$ cat config.mk
export PLATFORM = sky130hd
export DESIGN_NAME = muldiv_unit
export DESIGN_NICKNAME = d
export VERILOG_FILES = /design/src/rtl/muldiv_pkg.sv /design/src/rtl/muldiv_sign.sv /design/src/rtl/muldiv_unit.sv
export SDC_FILE = /design/constraint.sdc
export NUM_CORES = 1
export LEC_CHECK = 0
export CORE_MARGIN = 2
export CORE_UTILIZATION = 33
export CTS_CLUSTER_DIAMETER = 80
export DETAILED_ROUTE_END_ITERATION = 8
export PLACE_DENSITY_LB_ADDON = 0.1
export SLEW_MARGIN = 20
export SYNTH_ARGS = -nofsm -noshare
export SYNTH_HDL_FRONTEND = slang
export SYNTH_SLANG_ARGS = --single-unit
$ cat constraint.sdc
create_clock -name clk -period 3.8 [get_ports clk]
set_clock_uncertainty 0.1 [all_clocks]
set_input_delay 0.76 -clock clk [delete_from_list [all_inputs] [get_ports clk]]
set_output_delay 0.76 -clock clk [all_outputs]
set_load 0.03 [all_outputs]
$ cat src/rtl/muldiv_pkg.sv
// Shared types for the iterative RV32M multiply/divide unit.
// Opcode and state encodings used by the unit and the decoder.
package muldiv_pkg;

  typedef enum logic [2:0] {
    OP_MUL    = 3'b000,
    OP_MULH   = 3'b001,
    OP_MULHSU = 3'b010,
    OP_MULHU  = 3'b011,
    OP_DIV    = 3'b100,
    OP_DIVU   = 3'b101,
    OP_REM    = 3'b110,
    OP_REMU   = 3'b111
  } muldiv_op_t;

  typedef enum logic [1:0] {
    IDLE = 2'd0,
    RUN  = 2'd1,
    FIX  = 2'd2,
    DONE = 2'd3
  } muldiv_state_t;

  localparam logic [6:0] FUNCT7_MULDIV = 7'b0000001;

endpackage

$ cat src/rtl/muldiv_sign.sv
// Sign handling around the unsigned core: operand magnitudes
// before the run, sign correction and word select after it.
module muldiv_sign
  import muldiv_pkg::*;
#(
  parameter int XLEN = 32
) (
  input  muldiv_op_t            op_i,
  input  logic [XLEN-1:0]       src1_i,
  input  logic [XLEN-1:0]       src2_i,
  output logic                  neg1_o,
  output logic                  neg2_o,
  output logic [XLEN-1:0]       mag1_o,
  output logic [XLEN-1:0]       mag2_o,
  input  muldiv_op_t            fop_i,
  input  logic                  fneg1_i,
  input  logic                  fneg2_i,
  input  logic [2*XLEN-1:0]     acc_i,
  output logic [XLEN-1:0]       word_o
);

  logic sgn1, sgn2;
  logic [2*XLEN-1:0] prod;
  logic [XLEN-1:0] quo, rem;

  // MUL low word is sign-agnostic, so it runs unsigned
  always_comb begin
    sgn1 = 1'b0;
    sgn2 = 1'b0;
    unique case (op_i)
      OP_MULH, OP_DIV, OP_REM: begin
        sgn1 = 1'b1;
        sgn2 = 1'b1;
      end
      OP_MULHSU: sgn1 = 1'b1;
      default: ;
    endcase
  end

  assign neg1_o = sgn1 & src1_i[XLEN-1];
  assign neg2_o = sgn2 & src2_i[XLEN-1];
  assign mag1_o = neg1_o ? -src1_i : src1_i;
  assign mag2_o = neg2_o ? -src2_i : src2_i;

  assign prod = (fneg1_i ^ fneg2_i) ? -acc_i : acc_i;
  assign quo  = (fneg1_i ^ fneg2_i) ? -acc_i[XLEN-1:0]
                                    : acc_i[XLEN-1:0];
  assign rem  = fneg1_i ? -acc_i[2*XLEN-1:XLEN]
                        : acc_i[2*XLEN-1:XLEN];

  always_comb begin
    word_o = '0;
    unique case (fop_i)
      OP_MUL:                       word_o = prod[XLEN-1:0];
      OP_MULH, OP_MULHSU, OP_MULHU: word_o = prod[2*XLEN-1:XLEN];
      OP_DIV, OP_DIVU:              word_o = quo;
      OP_REM, OP_REMU:              word_o = rem;
      default: ;
    endcase
  end

endmodule

$ cat src/rtl/muldiv_unit.sv
// Iterative RV32M unit: shift-add multiply and restoring divide
// sharing one accumulator, 32 iterations plus a fix-up cycle.
module muldiv_unit
  import muldiv_pkg::*;
#(
  parameter int XLEN = 32
) (
  input  logic            clk,
  input  logic            reset,
  input  logic            start,
  input  logic [2:0]      funct3,
  input  logic [XLEN-1:0] src1,
  input  logic [XLEN-1:0] src2,
  output logic            busy,
  output logic            done,
  output logic [XLEN-1:0] result
);

  localparam int CW = $clog2(XLEN);
  localparam logic [CW-1:0] LAST = CW'(XLEN - 1);
  localparam logic [XLEN-1:0] SMIN = {1'b1, {(XLEN-1){1'b0}}};

  muldiv_state_t     state_q;
  muldiv_op_t        op_q;
  logic              neg1_q, neg2_q;
  logic [XLEN-1:0]   opnd_q, result_q;
  logic [2*XLEN-1:0] acc_q, acc_d;
  logic [CW-1:0]     cnt_q;

  muldiv_op_t      op_in;
  logic            neg1, neg2;
  logic [XLEN-1:0] mag1, mag2, fix_word;

  assign op_in = muldiv_op_t'(funct3);

  muldiv_sign #(.XLEN(XLEN)) u_sign (
    .op_i    (op_in),
    .src1_i  (src1),
    .src2_i  (src2),
    .neg1_o  (neg1),
    .neg2_o  (neg2),
    .mag1_o  (mag1),
    .mag2_o  (mag2),
    .fop_i   (op_q),
    .fneg1_i (neg1_q),
    .fneg2_i (neg2_q),
    .acc_i   (acc_q),
    .word_o  (fix_word)
  );

  logic            is_div, is_rem, div0, ovf;
  logic [XLEN-1:0] spec_res;

  assign is_div = funct3[2];
  assign is_rem = funct3[1];
  assign div0 = is_div & (src2 == '0);
  assign ovf  = is_div & ~funct3[0] & (src1 == SMIN) & (src2 == '1);

  always_comb begin
    spec_res = '0;
    if (div0) spec_res = is_rem ? src1 : '1;
    else if (!is_rem) spec_res = SMIN;
  end

  logic [XLEN:0]   madd;
  logic [XLEN+1:0] dsub;

  // Divide trial uses the 33-bit shifted remainder acc[63:31]
  always_comb begin
    madd = {1'b0, acc_q[2*XLEN-1:XLEN]}
         + (acc_q[0] ? {1'b0, opnd_q} : '0);
    dsub = {1'b0, acc_q[2*XLEN-1:XLEN-1]} - {2'b00, opnd_q};
    acc_d = {madd, acc_q[XLEN-1:1]};
    if (op_q[2]) begin
      if (dsub[XLEN+1])
        acc_d = {acc_q[2*XLEN-2:0], 1'b0};
      else
        acc_d = {dsub[XLEN-1:0], acc_q[XLEN-2:0], 1'b1};
    end
  end

  always_ff @(posedge clk or negedge reset) begin
    if (!reset) begin
      state_q  <= IDLE;
      op_q     <= OP_MUL;
      neg1_q   <= 1'b0;
      neg2_q   <= 1'b0;
      opnd_q   <= '0;
      acc_q    <= '0;
      cnt_q    <= '0;
      result_q <= '0;
    end else begin
      unique case (state_q)
        IDLE, DONE: begin
          state_q <= IDLE;
          if (start) begin
            op_q   <= op_in;
            neg1_q <= neg1;
            neg2_q <= neg2;
            cnt_q  <= '0;
            acc_q  <= {{XLEN{1'b0}}, is_div ? mag1 : mag2};
            opnd_q <= is_div ? mag2 : mag1;
            if (div0 | ovf) begin
              result_q <= spec_res;
              state_q  <= DONE;
            end else begin
              state_q <= RUN;
            end
          end
        end
        RUN: begin
          acc_q <= acc_d;
          cnt_q <= cnt_q + CW'(1);
          if (cnt_q == LAST) state_q <= FIX;
        end
        FIX: begin
          result_q <= fix_word;
          state_q  <= DONE;
        end
        default: state_q <= IDLE;
      endcase
    end
  end

  assign busy   = (state_q == RUN) | (state_q == FIX);
  assign done   = (state_q == DONE);
  assign result = result_q;

endmodule

After elaboration in Yosys (flattened, before gate mapping)
Cells that the tools add are included.
{"block": "word_totals", "reg_bits": 140, "latch_bits": 0, "mem_bits_rw": 0, "rom_bits": 0, "in_bits": 70, "out_inout_bits": 34, "wordCells": 87, "memories": 0}
{"block": "classes", "n_addsub": 8, "multipliers": 0, "div": 0, "magnitude_cmp": 0, "n_eq_ne": 20, "shift": 0, "muxes": 27, "bitwise": 10, "reduce_logical": 14}
{"operator": "$mux 32", "n": 12}
{"operator": "$mux 64", "n": 4}
{"operator": "$neg 32->32", "n": 4}
{"operator": "$pmux 32 s4", "n": 1}
{"operator": "$pmux 64 s2", "n": 1}
{"operator": "$eq 32x32->1 const B", "n": 2}
{"operator": "$neg 64->64", "n": 1}
{"operator": "$pmux 32 s2", "n": 1}
{"operator": "$sub 33x32->34", "n": 1}
{"operator": "$add 32x32->33", "n": 1}
{"operator": "$logic_not 32->1", "n": 1}
{"operator": "$eq 3x3->1 const B", "n": 6}
{"operator": "$pmux 5 s2", "n": 1}
{"operator": "$eq 3x2->1 const B", "n": 3}
{"operator": "$and 1x1->1", "n": 6}
{"operator": "$eq 3x1->1 const B", "n": 2}
{"operator": "$mux 2", "n": 3}
{"operator": "$ne 2x2->1 const B", "n": 3}
{"operator": "$pmux 2 s3", "n": 1}
{"operator": "$reduce_or 2->1", "n": 3}
{"operator": "$reduce_or 3->1", "n": 2}
{"operator": "$add 5x1->5 const B", "n": 1}
{"operator": "$eq 5x5->1 const B", "n": 1}
{"operator": "$mux 5", "n": 1}
{"operator": "other kinds (12)", "n": 17}

Depth between registers and ports, before layout
Gate-level depths: netlist of run 1.
{"block": "depth", "ltp_word": 8, "depth_mapped": 14, "ltp_nobuf": 13}

By module
A second synthesis of run 1 with hierarchy kept.
{"block": "hier_totals", "hier_cells": 2146, "hier_area_um2": 16097.9}
{"module": "muldiv_unit", "instances": 1, "cells_per_inst": 1455, "area_each_um2": 11803.8, "seq_area_each_um2": 3503.4}
{"module": "muldiv_sign", "instances": 1, "cells_per_inst": 691, "area_each_um2": 4294.1, "seq_area_each_um2": 0.0}

Worst setup path before layout of run 1
OpenSTA, ideal clock, no wires.
{"block": "synth_timing", "kind": "input -> register", "start": "input src1[0]", "end": "register result_q[2] (netlist: result[2])", "t_arrival_ns": 3.242, "required_ns": 3.582, "setup_slack_ns": 0.340, "stages": 11, "path_buffers": 1, "cell_sequence": "inv_1 > ha_1 > nor3b_1 > or4b_1 > or4_1 > nor3_2 > nand4_1 > a21o_1 > and2_4 > buf_6 > a21o_1"}
{"block": "synth_between", "elab_chain_len": 6}
{"element": "start: declaration", "line_no": "muldiv_unit.sv:12", "rtl": "input logic [XLEN-1:0] src1,"}
{"element": "$eq 32x32->1", "line_no": "muldiv_unit.sv:57", "rtl": "assign ovf = is_div & ~funct3[0] & (src1 == SMIN) & (src2 == '1);"}
{"element": "$and 1x1->1 (2 in series)", "line_no": "muldiv_unit.sv:57"}
{"element": "$or 1x1->1", "line_no": "muldiv_unit.sv:103", "rtl": "if (div0 | ovf) begin"}
{"element": "$ne 2x2->1 (no line)"}
{"element": "$reduce_and 3->1 (no line)"}
{"element": "end signal: assignment", "line_no": "muldiv_unit.sv:104", "rtl": "result_q <= spec_res;"}
{"element": "end signal: assignment", "line_no": "muldiv_unit.sv:117", "rtl": "result_q <= fix_word;"}
{"element": "end: declaration", "line_no": "muldiv_unit.sv:26", "rtl": "logic [XLEN-1:0] opnd_q, result_q;"}
No other way between the ends.
A chain may end at the register's enable or synchronous reset.

Worst setup path in the final report of run 1
{"block": "layout_timing", "start": "register acc_q[6]", "end": "register result_q[9] (netlist: result[9])"}
{"block": "layout_between", "elab_chain_len": 4, "word_cells_on_any_way": 6, "classes_between": "2 x add/sub; 4 x mux"}
{"element": "start: declaration", "line_no": "muldiv_unit.sv:27", "rtl": "logic [2*XLEN-1:0] acc_q, acc_d;"}
{"element": "start signal: assignment", "line_no": "muldiv_unit.sv:101", "rtl": "acc_q <= {{XLEN{1'b0}}, is_div ? mag1 : mag2};"}
{"element": "$neg 64->64 or $neg 32->32 (tied branches)", "line_no": "muldiv_sign.sv:45, muldiv_sign.sv:46"}
{"element": "$mux 64 or $mux 32 (tied branches)", "line_no": "muldiv_sign.sv:45, muldiv_sign.sv:46"}
{"element": "$pmux 32 s4 *", "line_no": "muldiv_sign.sv:53", "rtl": "unique case (fop_i)"}
{"element": "$pmux 32 s2 *", "line_no": "muldiv_unit.sv:93", "rtl": "unique case (state_q)"}
Every way passes the cells marked *; elsewhere a longest branch is shown, timed or not.

==> results.py, run 1 <==
metrics = {
    "run_status": {
        "status": "finished clean",
    },
    "logic_synthesis": {
        "synth_top_family_by_area": "compound AO/OA/AOI/OAI gates",
        "synth.avg_cell_area_um2": 7.28,
        "synth_flop_cell": "dfrtp_1",
        "synth_fa_ha_area_frac": 0.0641,
        "synth_top_area_cell": "dfrtp_1",
        "synth_area_mm2": 0.0151,
        "synth-simple-area-share": 0.223,
        "synthXorXnorAreaFrac": 0.108,
        "yosysTopAreaCellShare": 0.232,
        "synthMuxAreaShare": 0.0327,
        "yosysSeqAreaShare": 0.232,
        "synth_edf_count": 0,
        "synth_seq_cells": 140,
        "synth-async-reset-ratio": 1.00,
        "syn-num-nets": 2216,
        "synth.distinct_cells": 83,
        "synth_area_leaders": "dfrtp_1 (23%), a21oi_1 (6.7%), o21ai_0 (6.7%)",
        "syn_inst": 2070,
        "yosys_warnings": 0,
        "synth_compound_area_frac": 0.284,
    },
    "power": {
        "peakVddDrop_uv": 600,
        "p_leak_uw": 0.00813,
        "p_per_area_mw_per_mm2": 967,
        "p_total_uw": 18300,
    },
    "detailed_routing": {
        "ant_nets": 0,
        "first_pass_iters": 6,
        "detailedRoute.firstIterationViolations": 1446,
        "routedWlPerCell_um": 23.6,
        "num_vias": 16741,
        "drc": 0,
        "drt-total-wl_mm": 68.9,
        "vias_per_cell": 5.74,
    },
    "worst_setup_path": {
        "required_ps": 4030,
        "crit_family": "simple AND/OR/NAND/NOR gates",
        "critPathArrivalTime_ps": 3880,
        "critPathBufInv": 1,
        "endpoint_kind": "register",
        "worst_path_max_delay_cell": "nor4_1",
        "critPathMaxFanout": 9,
        "path_cells": "nor4_1 > buf_4 > nand4_1 > or3_1 > o21ai_0 > xor2_1 > o221ai_1 > nand3_1 > o211ai_2",
        "critPathMaxStageDelay_ps": 870,
        "critPathLaunch": "acc_q[6]$_DFFE_PN0P_",
        "r2r_start": "acc_q[6]$_DFFE_PN0P_",
        "start_kind": "register",
        "worstSetupPathType": "register to register",
    },
    "floorplanning": {
        "rows": 78,
        "initial_core_util": 0.333,
        "die_x_um": 218,
        "dieArea_mm2": 0.0474,
        "placeableCoreArea_mm2": 0.0453,
        "io_pins": 104,
        "die_h_um": 218,
    },
    "clock_network": {
        "postCtsSetupRepairBufs": 0,
        "cts_buffers": 17,
        "htreeDepth": 4,
        "clock-sinks": 140,
        "clk_pin_slew_ps": 70,
        "cts_buffer_depth": 2,
        "cts_resized": 0,
        "cts_root_buf": "clkbuf_16",
        "clock_latency_ps": 460,
        "cts_hold_buf": 0,
        "cts_tree": "yes",
    },
    "sta": {
        "period_minus_slack_ps": 3640,
        "fin_crit_sh": 0.959,
        "max_freq_ghz": 0.274,
        "hold_viol_final": 0,
        "rsz0062_at_grt": "false",
        "timing.final.ws_setup_ps": 157,
        "setup_violations": 0,
        "relSlewSlack": 0.323,
        "worst_pin_slew_ps": 1010,
        "drv_slew": 0,
    },
    "worst_hold_path": {
        "min_path_type": "input port to asynchronous set/reset pin",
    },
    "final_layout": {
        "layout-drive-gt1-share": 0.155,
        "num-fill-cells": 4766,
        "finish.utilization": 0.418,
        "multi_input_area_mm2": 0.0109,
        "finalNetCount": 2449,
        "design_area_mm2": 0.0189,
        "antennaDiodeCount": 0,
        "regArea_mm2": 0.00350,
        "area_growth_syn_to_layout_pct": 25.5,
    },
    "global_routing": {
        "gr-total-overflow": 0,
        "grt_pass1_vias": 16071,
        "antenna_found_initial": 2,
        "grt_usage": 0.290,
        "grt_max_degree": 99,
        "grt_pass1_wl_mm": 103,
    },
    "place": {
        "numPortBuffers": 103,
        "hpwlAfterDp_mm": 55.5,
        "pre_cts_ws_ps": -324,
        "dpl_cell_area_mm2": 0.0183,
        "place_congestion": 0.947,
    },
    "job": {
        "drv_cap": 0,
    },
}
## sequential cells by signal, summed over array words and instances, names as in the netlist
signal	count
result	32
cnt_q	5
acc_q	64
neg1_q	1
state_q	2
opnd_q	32
neg2_q	1
op_q	3
## synth_stat cells, drive strengths merged (32+ instances only)
| master | number |
|---|---|
| xor2 | 82 |
| clkbuf | 122 |
| nor2 | 258 |
| nand2 | 195 |
| ha | 74 |
| nor3 | 49 |
| a211oi | 32 |
| o21ai | 209 |
| dfrtp | 140 |
| xnor2 | 104 |
| inv | 70 |
| a21oi | 205 |
| a21o | 46 |
| a31oi | 44 |
## cell families (layout without fill, tap and decap cells)
family,count (synthesis),in the layout
AND/OR/NAND/NOR,713,713
AO/OA/AOI/OAI,699,699
buffers and inverters,210,456
XOR/XNOR,186,186
flip-flops,140,140
adder cells (fa/ha/maj),76,76
multiplexers,46,46
## power by group
group / total [uW] / switching [uW] / internal [uW]
Sequential: 3060 / 903 / 2160
Clock: 1810 / 772 / 1040
Combinational: 13400 / 8200 / 5220
## final cells by class
type | instances | area share
Multi-Input combinational cell | 1720 | 0.574
Sequential cell | 140 | 0.185
Timing Repair Buffer | 354 | 0.156
Tap cell | 600 | 0.0397
Clock buffer | 19 | 0.0229
Inverter | 70 | 0.0139
Clock inverter | 13 | 0.00860
## cells in the final DEF (no fill, tap or decap), drive strengths merged, types with 11 or more instances in the layout
| cell type | count |
|---|---|
| a211oi | 32 |
| a21o | 46 |
| a21oi | 205 |
| a31oi | 44 |
| and2 | 11 |
| and3 | 16 |
| buf | 253 |
| clkbuf | 19 |
| clkdlybuf4s50 | 101 |
| dfrtp | 140 |
| ha | 74 |
| inv | 74 |
| mux2 | 26 |
| mux2i | 20 |
| nand2 | 195 |
| nand2b | 19 |
| nand3 | 31 |
| nand4 | 20 |
| nor2 | 258 |
| nor2b | 17 |
| nor3 | 49 |
| nor4 | 21 |
| o211ai | 21 |
| o21ai | 209 |
| o221ai | 13 |
| o22ai | 17 |
| o31ai | 27 |
| o41ai | 11 |
| or2 | 11 |
| or3 | 20 |
| or4 | 22 |
| xnor2 | 104 |
| xor2 | 82 |
## path summary, 6_finish.rpt
check                                         end  slack [ps]  cells past startpoint
min in group clk            opnd_q[7]$_DFFE_PN0P_         380                      2
hold / removal             result[15]$_DFFE_PN0P_         190                      1
setup / recovery            result[9]$_DFFE_PN0P_         160                      9
setup reg to reg            result[9]$_DFFE_PN0P_         160                      9
hold reg to reg             opnd_q[7]$_DFFE_PN0P_         380                      2
max in group asynchronous   acc_q[57]$_DFFE_PN0P_        2500                      2
## worst register-to-register path, stage by stage (launching register included)
cell and delay, ps:
dfrtp_1 380, nor4_1 870, buf_4 280, nand4_1 200, or3_1 620, o21ai_0 280, xor2_1 310, o221ai_1 250
nand3_1 160, o211ai_2 90
## metal layers
metal	vias to the layer above	track usage	share of wire
met1	8131	0.411	0.47
met2	549	0.452	0.44
met3	101	0.0467	0.061
li1	7958	-	-
met5	-	0	0.00019
met4	2	0.0889	0.029
## through the flow
step / instances / setup TNS [ps] / hold WS, ps
2_1_floorplan: 2070 / 0 / 350
3_3_place_gp: 2884 / -10740 / 364
3_5_place_dp: 2884 / -14550 / 369
4_1_cts: 2916 / 0 / 230
5_1_grt: 2916 / 0 / 249
6_report: 2916 / 0 / 189
No activity file was read; power rests on OpenSTA's default activity.
==> run 2, diff against run 1 <==
--- a/config.mk
+++ b/config.mk
@@ -8,6 +8,7 @@
 export CORE_MARGIN = 2
 export CORE_UTILIZATION = 33
 export CTS_CLUSTER_DIAMETER = 80
+export CTS_CLUSTER_SIZE = 25
 export DETAILED_ROUTE_END_ITERATION = 8
 export PLACE_DENSITY_LB_ADDON = 0.1
 export SLEW_MARGIN = 20
==> results of run 2 <==
Final layout, timing and power as in run 1 (identical DEF).
